`src/rtl/ibus_issue_ctrl.sv`:
```
`default_nettype none
// ============================================================================
// Module      : ibus_issue_ctrl
// Description : Arbitrates CPU and debug instruction issue onto the IBus and
//               stretches slow (DIV/MOD) and COM reads with dst-masked words.
// Revision    : 1.0 - initial release
// ============================================================================
module ibus_issue_ctrl #(
    parameter int SLOW_CYCLES = 3,
    parameter int COM_TIMEOUT = 15
) (
    input  logic        clk,
    input  logic        rst,
    input  logic [12:0] cpu_instr,
    input  logic        cpu_valid,
    input  logic        dbg_req,
    input  logic [12:0] dbg_instr,
    input  logic        com_ready,
    output logic [12:0] bus_instr,
    output logic        cpu_stall,
    output logic        dbg_gnt,
    output logic        com_timeout
);

    localparam logic [12:0] c_nop_word  = {1'b0, 4'd15, 8'd0};
    localparam logic [3:0]  c_slow_load = 4'(SLOW_CYCLES);
    localparam logic [3:0]  c_tmo_limit = 4'(COM_TIMEOUT);

    typedef enum logic [1:0] {
        ST_ISSUE     = 2'd0,
        ST_SLOW_WAIT = 2'd1,
        ST_COM_WAIT  = 2'd2,
        ST_DBG       = 2'd3
    } state_t;

    state_t      r_state;
    state_t      w_state_next;
    logic [12:0] r_word;
    logic [3:0]  r_cnt;
    logic [3:0]  w_cnt_next;
    logic        r_dbg_done;
    logic        w_dbg_done_next;
    logic        r_com_timeout;
    logic        w_timeout_set;
    logic        w_latch;
    logic [12:0] w_bus;
    logic        w_stall;
    logic        w_gnt;

    logic [7:0]  w_src;
    logic        w_cpu_slow;
    logic        w_cpu_com;
    logic [12:0] w_cpu_masked;
    logic [12:0] w_word_masked;

    assign w_src         = cpu_instr[7:0];
    assign w_cpu_slow    = cpu_valid && !cpu_instr[12] && (w_src == 8'd18 || w_src == 8'd19);
    assign w_cpu_com     = cpu_valid && !cpu_instr[12] && (w_src == 8'd30 || w_src == 8'd31);
    // dst 15 keeps the source side active while no destination is written
    assign w_cpu_masked  = {1'b0, 4'd15, cpu_instr[7:0]};
    assign w_word_masked = {1'b0, 4'd15, r_word[7:0]};

    always_comb begin
        w_state_next    = r_state;
        w_cnt_next      = r_cnt;
        w_dbg_done_next = r_dbg_done;
        w_timeout_set   = 1'b0;
        w_latch         = 1'b0;
        w_bus           = c_nop_word;
        w_stall         = 1'b0;
        w_gnt           = 1'b0;
        case (r_state)
            ST_ISSUE: begin
                if (w_cpu_slow) begin
                    w_latch         = 1'b1;
                    w_cnt_next      = c_slow_load;
                    w_stall         = 1'b1;
                    w_bus           = w_cpu_masked;
                    w_dbg_done_next = 1'b0;
                    w_state_next    = ST_SLOW_WAIT;
                end else if (w_cpu_com) begin
                    w_latch         = 1'b1;
                    w_cnt_next      = 4'd0;
                    w_stall         = 1'b1;
                    w_bus           = w_cpu_masked;
                    w_dbg_done_next = 1'b0;
                    w_state_next    = ST_COM_WAIT;
                end else begin
                    if (cpu_valid) begin
                        w_bus           = cpu_instr;
                        w_dbg_done_next = 1'b0;
                    end
                    // debug may go only once per CPU instruction
                    if (dbg_req && (cpu_valid || !r_dbg_done)) begin
                        w_state_next = ST_DBG;
                    end
                end
            end
            ST_SLOW_WAIT: begin
                if (r_cnt <= 4'd1) begin
                    w_bus        = r_word;
                    w_state_next = ST_ISSUE;
                end else begin
                    w_bus      = w_word_masked;
                    w_stall    = 1'b1;
                    w_cnt_next = r_cnt - 4'd1;
                end
            end
            ST_COM_WAIT: begin
                if (com_ready || r_cnt == c_tmo_limit) begin
                    w_bus         = r_word;
                    w_timeout_set = !com_ready;
                    w_state_next  = ST_ISSUE;
                end else begin
                    w_bus      = w_word_masked;
                    w_stall    = 1'b1;
                    w_cnt_next = r_cnt + 4'd1;
                end
            end
            ST_DBG: begin
                w_bus           = dbg_instr;
                w_gnt           = 1'b1;
                w_stall         = 1'b1;
                w_dbg_done_next = 1'b1;
                w_state_next    = ST_ISSUE;
            end
            default: w_state_next = ST_ISSUE;
        endcase
    end

    always_ff @(posedge clk or posedge rst) begin
        if (rst) begin
            r_state       <= ST_ISSUE;
            r_cnt         <= 4'd0;
            r_word        <= 13'd0;
            r_dbg_done    <= 1'b0;
            r_com_timeout <= 1'b0;
        end else begin
            r_state    <= w_state_next;
            r_cnt      <= w_cnt_next;
            r_dbg_done <= w_dbg_done_next;
            if (w_latch) begin
                r_word <= cpu_instr;
            end
            if (w_timeout_set) begin
                r_com_timeout <= 1'b1;
            end
        end
    end

    // outputs are forced idle for the whole reset, not only after the edge
    assign bus_instr   = rst ? c_nop_word : w_bus;
    assign cpu_stall   = rst ? 1'b0 : w_stall;
    assign dbg_gnt     = rst ? 1'b0 : w_gnt;
    assign com_timeout = r_com_timeout;

endmodule
`default_nettype wire

```
`config.mk`:
```
export PLATFORM = sky130hd
export DESIGN_NAME = ibus_issue_ctrl
export DESIGN_NICKNAME = d
export VERILOG_FILES = /design/src/rtl/ibus_issue_ctrl.sv
export SDC_FILE = /design/constraint.sdc
export NUM_CORES = 1
export LEC_CHECK = 0
export ABC_CLOCK_PERIOD_IN_PS = 4000
export CAP_MARGIN = 20
export CORE_ASPECT_RATIO = 0.9
export CORE_UTILIZATION = 51
export DETAILED_ROUTE_END_ITERATION = 6
export PLACE_DENSITY = 0.95
export SLEW_MARGIN = 5
export SYNTH_ARGS = -nofsm -noshare
export SYNTH_HDL_FRONTEND = slang
export SYNTH_SLANG_ARGS = --single-unit
```
`constraint.sdc`:
```
create_clock -name clk -period 4 [get_ports clk]
set_input_delay 0.8 -clock clk [delete_from_list [all_inputs] [get_ports clk]]
set_output_delay 0.8 -clock clk [all_outputs]
set_load 0.01 [all_outputs]
```
==> qor.yml <==
run_status:
  status: "finished, final reports clean"
setup_path:
  crit_required_ns: 3.20
  setup.worst_path.end_class: "primary output"
  worstRegToRegCells: 6
  cp_max_fo: 6
  rr_endpoint: "r_cnt[2]"
  reg2reg_from: "r_cnt[1]"
  cp-start-kind: "input pin"
  path_class: "input pin to primary output"
  cp_data_arrival_time_ns: 2.76
  regToRegSetupSlack_ns: 1.92
logic_synthesis:
  syn_inst: 168
  synth_fp_nets: 207
  ys.flop_type: "dfrtp_1"
  synth-seq-cells: 21
  async_reset_ff_frac: 1.00
  synth_edf_count: 0
  synth.distinct_cells: 46
  ys.warnings.count: 0
  syn_area_mm2: 0.00159
  seq_area_frac_synth: 0.331
  synth.avg_cell_area_um2: 9.44
grt:
  antenna_found_initial: 0
  grt.overflow.total: 0
  grt_max_degree: 22
  track_usage: 0.267
  grt_pass1_wl_um: 6410
  grt_pass1_vias: 1399
clock_tree:
  clkSinkCount: 21
  clk_pin_slew_ns: 0.12
  insertion_delay_ns: 0.32
  clock-root-buffer: "clkbuf_4"
  postCtsResizedCells: 0
  cts-buffers-inserted: 3
  cts.htree.levels: 1
  cts.path.max_buffers: 2
  postCtsHoldBufs: 0
  cts_setup_buffers: 0
  cts_tree: "built"
place:
  port_buffers: 46
  place_area_mm2: 0.00206
  gp_congestion: 0.871
  dp_hpwl_um: 2960
floorplanning:
  die_y_um: 54.9
  die_w_um: 60.8
  initial_core_util: 0.559
  coreArea_mm2: 0.00284
  dieArea_mm2: 0.00334
  num_rows: 18
  ios: 47
routing:
  wl_per_cell_um: 16.7
  drt_wl_total_um: 4130
  drc: 0
  vias: 1502
  dr.pass1.iters: 4
  via_per_inst: 6.06
  initialDrtViolationCount: 57
  drtAntennaViolNets: 0
power_and_ir_drop:
  cellPowerDensity_mw_per_mm2: 548
  peakVddDrop_mv: 0.284
  p_leak_nw: 0.909
sta:
  fin_skew_ns: 0.00954
  tightest_slew_ns: 0.824
  setup_viol: 0
  min_period_ns: 3.56
  hold_viol_final: 0
  rsz0062_at_grt: "false"
  timing.fmax_ghz: 0.281
  drv_slew: 0
  finalSetupTns_ns: 0
  fin_crit_sh: 0.889
  maxSlewHeadroom: 0.450
flow_run:
  drv_cap: 0
finish:
  nets: 248
  drive_gt1_frac: 0.139
  design_area_mm2: 0.00209
  antennaDiodeCount: 0
  area_growth_pct: 31.5
  fill_cells: 211
worst_hold_path:
  min_to: "r_word[1]"
  whs_path_depth: 1
  hold_path_class: "flip-flop to flip-flop"
  min_from: "r_word[1]"
-- Yosys cell counts, types with 2 or more instances --
| master | n | share of area |
|---|---|---|
| a211oi_1 | 4 | 0.019 |
| a21boi_0 | 2 | 0.0095 |
| a21o_1 | 4 | 0.019 |
| a21oi_1 | 7 | 0.022 |
| a221oi_1 | 4 | 0.022 |
| a22oi_1 | 5 | 0.024 |
| a31oi_1 | 7 | 0.028 |
| and2_1 | 4 | 0.016 |
| clkbuf_1 | 10 | 0.024 |
| dfrtp_1 | 21 | 0.33 |
| ha_1 | 8 | 0.063 |
| inv_1 | 8 | 0.019 |
| mux2_2 | 9 | 0.064 |
| mux2_4 | 4 | 0.038 |
| mux2i_1 | 2 | 0.013 |
| nand2_1 | 13 | 0.031 |
| nand2b_1 | 4 | 0.016 |
| nand3_1 | 2 | 0.0063 |
| nand3b_1 | 4 | 0.019 |
| nand4_1 | 4 | 0.016 |
| nor2_1 | 9 | 0.021 |
| nor2b_1 | 2 | 0.0079 |
| o21ai_0 | 6 | 0.019 |
| or2_2 | 2 | 0.0079 |
| xor2_1 | 2 | 0.011 |
-- area by class of cell --
| class | count | area, um^2 | share of cell area |
|---|---|---|---|
| sequential | 21 | 526 | 0.252 |
| multi-input combinational | 127 | 977 | 0.469 |
| clock buffer | 3 | 22.5 | 0.0108 |
| timing repair buffer | 48 | 475 | 0.228 |
| tap | 40 | 50.0 | 0.0240 |
| inverter | 8 | 30.0 | 0.0144 |
| clock inverter | 1 | 5.00 | 0.00240 |
-- per-layer routing --
metal	GRT usage	vias to the layer above	wire length, um
li1	-	699	-
met1	0.331	727	1740
met2	0.476	69	2090
met3	0.0302	7	244
met4	0.110	0	59
met5	0	-	0
-- metrics by stage --
| step | power, W | hold slack, ns | utilization | setup WS (ns) | cells |
|---|---|---|---|---|---|
| 2_1_floorplan | 0.000787 | 0.436 | - | 1.53 | 168 |
| 3_3_place_gp | 0.000992 | 0.458 | 0.725 | 0.544 | 244 |
| 3_5_place_dp | 0.00102 | 0.459 | 0.725 | 0.455 | 244 |
| 4_1_cts | 0.00114 | 0.500 | 0.735 | 0.460 | 248 |
| 5_1_grt | 0.00123 | 0.519 | 0.735 | 0.330 | 248 |
| 6_report | 0.00114 | 0.498 | 0.735 | 0.443 | 248 |
-- flip-flops by register name, summed over array words and instances, names as in the netlist --
register and cells:
com_timeout 1, r_cnt 4, r_dbg_done 1, r_state 2
r_word 13
-- cell usage in the layout (no fill, tap or decap), types with 2 or more instances in the layout --
| cell type | n |
|---|---|
| nand3b_1 | 4 |
| a22oi_1 | 5 |
| a21boi_0 | 2 |
| buf_4 | 2 |
| ha_1 | 8 |
| nand3_1 | 2 |
| clkdlybuf4s50_1 | 46 |
| clkbuf_4 | 3 |
| or2_2 | 2 |
| a21oi_1 | 7 |
| inv_1 | 8 |
| nor2b_1 | 2 |
| a221oi_1 | 4 |
| a21o_1 | 4 |
| nand2b_1 | 4 |
| dfrtp_1 | 21 |
| nor2_1 | 9 |
| mux2_4 | 4 |
| xor2_1 | 2 |
| a31oi_1 | 7 |
| nand4_1 | 4 |
| nand2_1 | 13 |
| o21ai_0 | 6 |
| mux2i_1 | 2 |
| mux2_2 | 9 |
| and2_1 | 4 |
| a211oi_1 | 4 |
-- worst max-delay path, cell delays in order --
cell and delay, ns:
clkdlybuf4s50_1 0.60, xnor2_1 0.16, a31oi_1 0.40, nand3b_1 0.13, a21o_1 0.19, clkdlybuf4s50_1 0.48
-- cell families after synthesis --
family | synth area share
simple gates | 0.185
compound gates | 0.237
fa+ha+maj | 0.0631
xor+xnor | 0.0166
mux | 0.114
buf+inv | 0.0528
flops | 0.331
-- worst max path at each step --
stage                      start             to  depth (start not counted)
detailed placement  cpu_instr[2]   bus_instr[8]                          6
global placement    cpu_instr[5]      cpu_stall                          5
CTS                 cpu_instr[2]   bus_instr[8]                          6
floorplan           cpu_instr[5]      cpu_stall                          3
finish              cpu_instr[2]   bus_instr[8]                          6
global route          r_state[1]  bus_instr[12]                          6
-- power by group --
part           switching (W)  leakage, nW  internal, W
Clock              0.0000731       0.0177    0.0000375
Sequential         0.0000296        0.286     0.000245
Combinational       0.000404        0.605     0.000354
Note: power is estimated with default switching activity, not from simulation.
==> RTL edit 1: new RTL, config.mk and constraints unchanged <==
Make the reset (`rst`) synchronous in one clocked block.
--- a/src/rtl/ibus_issue_ctrl.sv
+++ b/src/rtl/ibus_issue_ctrl.sv
@@ -130,3 +130,3 @@
 
-    always_ff @(posedge clk or posedge rst) begin
+    always_ff @(posedge clk) begin
         if (rst) begin
Formal check against the unedited RTL: no difference found for any inputs over 10 cycles, from zero or initial values and one cycle with rst high; that may be too few to reach the edited logic, so the function may still have changed.
==> RTL edit 1 against the unedited design <==
Total power is 24% lower. Synthesized area is 1.4% lower. Wire length is 1.2% lower. Critical endpoint is now cpu_stall. Worst setup slack got worse by 0.38 ns. Final area decreased by 1.9%. Highest routed layer unchanged. First-iteration DRC count up 53%. Sequential cell count stayed put. Critical path depth decreased by 1.
==> RTL edit 1: results (changes against the unedited design) <==
qor: detailed_routing.wl 4.08 mm [-1.2%]
qor: layout.design_area 2050 um^2 [-1.9%]
qor: placed_design.post_dp_cell_area 2010 um^2 [-2.2%]
qor: detailed_routing.num_vias 1,578 [+5.1%]
qor: worst_setup_path.wp_data_arrival 3.13 ns [+0.37 ns]
qor: sta.max_slew.worst_pin.slew 0.917 ns [+0.0932 ns]
qor: grt.global_route_wire_length_before_repair 6.51 mm [+1.5%]
qor: outcome.run_status completed
qor: worst_setup_path.launching_element_of_the_worst_setup_path cpu_instr[12]
qor: placed_design.place_congestion 0.807 [-7.3%]
qor: synthesis.synthesis.nets 233 [+13%]
qor: worst_setup_path.critPathMaxFanout 5 [-1]
qor: synthesis.asyncSetResetFlopFracSynth 0% [-100 points]
qor: sta.clock_skew 0.00462 ns [-0.00492 ns]
qor: pwr.vdd.ir_drop.worst 0.000319 V [+12%]
qor: min_path.min_path_cells 2 [+1]
qor: synthesis.synthFlopType dfxtp_1
qor: min_path.min_delay_worst_endpoint r_word[4]
qor: worst_setup_path.ff2ff_path_depth 7 [+1]
qor: layout.finish.net_count 274 [+10%]
qor: min_path.hold_start r_word[4]
qor: grt.grt_start_max_net_pins 27 [+23%]
qor: placed_design.port_buffers 46 [unchanged]
qor: detailed_routing.number_of_violations_reported_at_the_end_of_detailed_routing_iteration_0 87 [+53%]
qor: worst_setup_path.register_to_register_setup_slack 1.85 ns [-0.07 ns]
qor: sta.finalHoldWorstSlack 0.466 ns [-0.0322 ns]
qor: grt.via_count_of_the_first_global_routing_pass 1,446 [+3.4%]
qor: grt.track_usage 27.3% [+0.61 points]
qor: worst_setup_path.crit-reg2reg-capture r_state[1]
qor: worst_setup_path.crit_path_end cpu_stall
qor: clock_tree.ctsRootBufferMaster clkbuf_4
qor: synthesis.synth_common_cells 27 x nor2_1, 21 x dfxtp_1, 13 x mux2i_1, 13 x nand2_1, 11 x a21oi_1
qor: pwr.total_leakage_power 0.819 nW [-9.9%]
## RTL edit 1: report_power, final
part	total, mW	leakage [nW]	internal, mW	switching, mW
registers	0.244	0.170	0.225	0.0196
logic	0.521	0.634	0.249	0.272
clock network	0.107	0.0150	0.0390	0.0678
total	0.872	0.819	0.513	0.360
## RTL edit 1: per-layer routing
layer | GRT usage (%) | routed length, um | up-vias | share of wire (%)
met5 | 0 | 0 | - | 0
li1 | - | - | 778 | -
met4 | 11.6 | 51 | 0 | 1.3
met2 | 45.2 | 1960 | 62 | 48
met3 | 5.67 | 243 | 7 | 6.0
met1 | 34.3 | 1830 | 731 | 45
## RTL edit 1: layout make-up
class / instances / share of cell area, %
inverter: 10 / 1.83
timing repair buffer: 52 / 24.7
clock buffer: 4 / 1.28
sequential: 21 / 20.5
tap: 40 / 2.44
multi-input combinational: 147 / 49.2
## RTL edit 1: worst max-delay path, stage by stage
cell	delay (ns)
clkdlybuf4s50_1	0.45
or4b_4	0.60
or3_4	0.42
a211oi_1	0.28
clkdlybuf4s50_1	0.58
## RTL edit 1: metrics by stage
step / worst slack, ns / instances
after floorplan: 0.986 / 194
after CTS: 0.0140 / 274
after detailed placement: 0.0498 / 270
after global routing: 0.0188 / 274
after global placement: 0.0923 / 270
final: 0.0653 / 274
## RTL edit 1: cells by family after synthesis
| logic type | count (synthesis) | share of synthesized area, % |
|---|---|---|
| compound gates | 51 | 22.6 |
| xor+xnor | 1 | 0.560 |
| fa+ha+maj | 8 | 6.40 |
| buf+inv | 26 | 9.20 |
| flops | 21 | 26.9 |
| mux | 15 | 9.76 |
| simple gates | 72 | 24.6 |
==> RTL edit 2: new RTL, same flow settings <==
Made on the original files. Set the parameter `COM_TIMEOUT` to 8 (it was 15).
--- a/src/rtl/ibus_issue_ctrl.sv
+++ b/src/rtl/ibus_issue_ctrl.sv
@@ -9,3 +9,3 @@
     parameter int SLOW_CYCLES = 3,
-    parameter int COM_TIMEOUT = 15
+    parameter int COM_TIMEOUT = 8
 ) (
Check against the original RTL: not equivalent (a bounded check fails within 10 cycles, from zero or initial values and one cycle with rst high).
==> RTL edit 2 against the unedited design <==
Sequential cell count did not move. Critical path depth did not move. Wire length fell by 1.3%. Synthesized area fell by 2.5%. First-iteration DRC count rose by 120%. Total power barely moved. Via count rose by 2.5%. Clock skew fell by 0.0066 ns. Combinational power fell by 0.7%. Final area fell by 1.8%. Worst setup slack got worse by 0.089 ns. Critical path type unchanged. Largest power group unchanged. Highest routed layer unchanged.
==> RTL edit 2: results (changes against the unedited design) <==
qor: grt.via_count_of_the_first_global_routing_pass 1,385 [-1.0%]
qor: detailed_routing.drt-pass1-iter-count 4 [unchanged]
qor: synthesis.netlist_top_cells_area dfrtp_1 34%, ha_1 6.5%, mux2_1 5.8%
qor: layout.finish.net_count 249 [+0.40%]
qor: synthesis.synth_common_cells 21 x dfrtp_1, 14 x nand2_1, 10 x nor2_1, 9 x inv_1
qor: sta.clock_skew 0.00298 ns [-0.00656 ns]
qor: clock_tree.cts.repair.resized 0 [unchanged]
qor: grt.fraction_of_met1_tracks_used_by_global_routing 33.5% [+0.35 points]
qor: layout.drive_above_1_share 6.22% [-7.7 points]
qor: synthesis.synth.lib_cells_used.distinct 47 [+2.2%]
qor: worst_setup_path.wp_data_arrival 2.85 ns [+0.09 ns]
qor: detailed_routing.number_of_violations_reported_at_the_end_of_detailed_routing_iteration_0 128 [+120%]
qor: synthesis.synthesis.nets 208 [+0.48%]
qor: clock_tree.numCtsBuffers 3 [unchanged]
qor: grt.grt_util_met3 3.31% [+0.29 points]
qor: outcome.run_status completed
qor: grt.grt.met2_usage 45.4% [-2.2 points]
qor: synthesis.synth_edf_count 0 [unchanged]
qor: pwr.total_leakage_power 0.912 nW [+0.34%]
qor: detailed_routing.detail_route.vias_per_cell 6.18 [+2.1%]
qor: pwr.p_int 639 uW [+0.45%]
qor: detailed_routing.wl 4.08 mm [-1.3%]
qor: grt.track_usage 26.6% [-0.14 points]
qor: pwr.vdd.ir_drop.worst 0.000300 V [+5.5%]
qor: clock_tree.ctsRootBufferMaster clkbuf_4
qor: placed_design.place_congestion 0.779 [-11%]
qor: synthesis.sequential_share_of_the_synthesized_area 34.0% [+0.86 points]
qor: synthesis.asyncSetResetFlopFracSynth 100% [unchanged]
qor: grt.global_route_wire_length_before_repair 6.24 mm [-2.7%]
qor: placed_design.dp_hpwl 2.95 mm [-0.54%]
qor: sta.timing.max_slew.rel_slack 46.1% [+1.1 points]
## RTL edit 2: power groups by stage
| stage | Combinational [mW] | Clock [mW] | Sequential [mW] |
|---|---|---|---|
| 6_report | 0.753 | 0.107 | 0.282 |
| 5_1_grt | 0.815 | 0.118 | 0.287 |
| 4_1_cts | 0.744 | 0.108 | 0.281 |
| 3_5_place_dp | 0.738 | 0 | 0.286 |
| 3_3_place_gp | 0.707 | 0 | 0.280 |
| 2_1_floorplan | 0.509 | 0 | 0.276 |
## RTL edit 2: layout make-up
cell class	instances	area [um^2]
clock buffers	3	22.5
well taps	40	50.0
inverters	9	33.8
flip-flops and latches	21	526
clock inverters	1	5.00
fillers	184	767
repair buffers	48	475
multi-input cells	127	936
## RTL edit 2: metrics by stage
step                      instances  util [%]  setup WS (ns)  cell area, um^2  power, mW
after floorplan                 169         -           1.52             1550      0.785
after global placement          245      71.8          0.484             2020      0.988
after detailed placement        245      71.8          0.417             2020       1.02
after CTS                       249      72.8          0.404             2050       1.13
after global routing            249      72.8          0.296             2050       1.22
final                           249      72.8          0.354             2050       1.14
## RTL edit 2: final timing paths
kind	from	endpoint	slack, ns	cells past startpoint
worst min-delay path	r_word[1]	r_word[1]	0.49	1
worst max register to register	r_state[1]	r_cnt[2]	1.73	5
worst min register to register	r_word[1]	r_word[1]	0.49	1
min in group asynchronous	rst	r_word[3]	1.42	2
worst max-delay path	cpu_instr[2]	bus_instr[10]	0.35	6
max in group asynchronous	rst	r_dbg_done	2.09	2
## RTL edit 2: logic make-up (layout without fill, tap and decap cells)
family | Yosys count | in the layout | share of synthesized area (%)
AO/OA/AOI/OAI | 51 | 51 | 22.6
XOR/XNOR | 3 | 3 | 1.70
adder cells (fa/ha/maj) | 8 | 8 | 6.47
buffers and inverters | 21 | 61 | 5.50
flip-flops | 21 | 21 | 34.0
multiplexers | 15 | 15 | 11.7
AND/OR/NAND/NOR | 50 | 50 | 18.0
## RTL edit 2: metal layers
metal	wire length (um)	vias to the layer above	part of all wire, %
li1	-	703	-
met1	1710	749	42
met2	1960	78	48
met3	309	10	7.6
met4	98	0	2.4
met5	0	-	0
## RTL edit 2: critical path: stages
cell,delay (ns)
clkdlybuf4s50_1,0.61
xnor2_1,0.15
a31oi_1,0.46
nand3b_1,0.13
a21o_1,0.20
clkdlybuf4s50_1,0.49
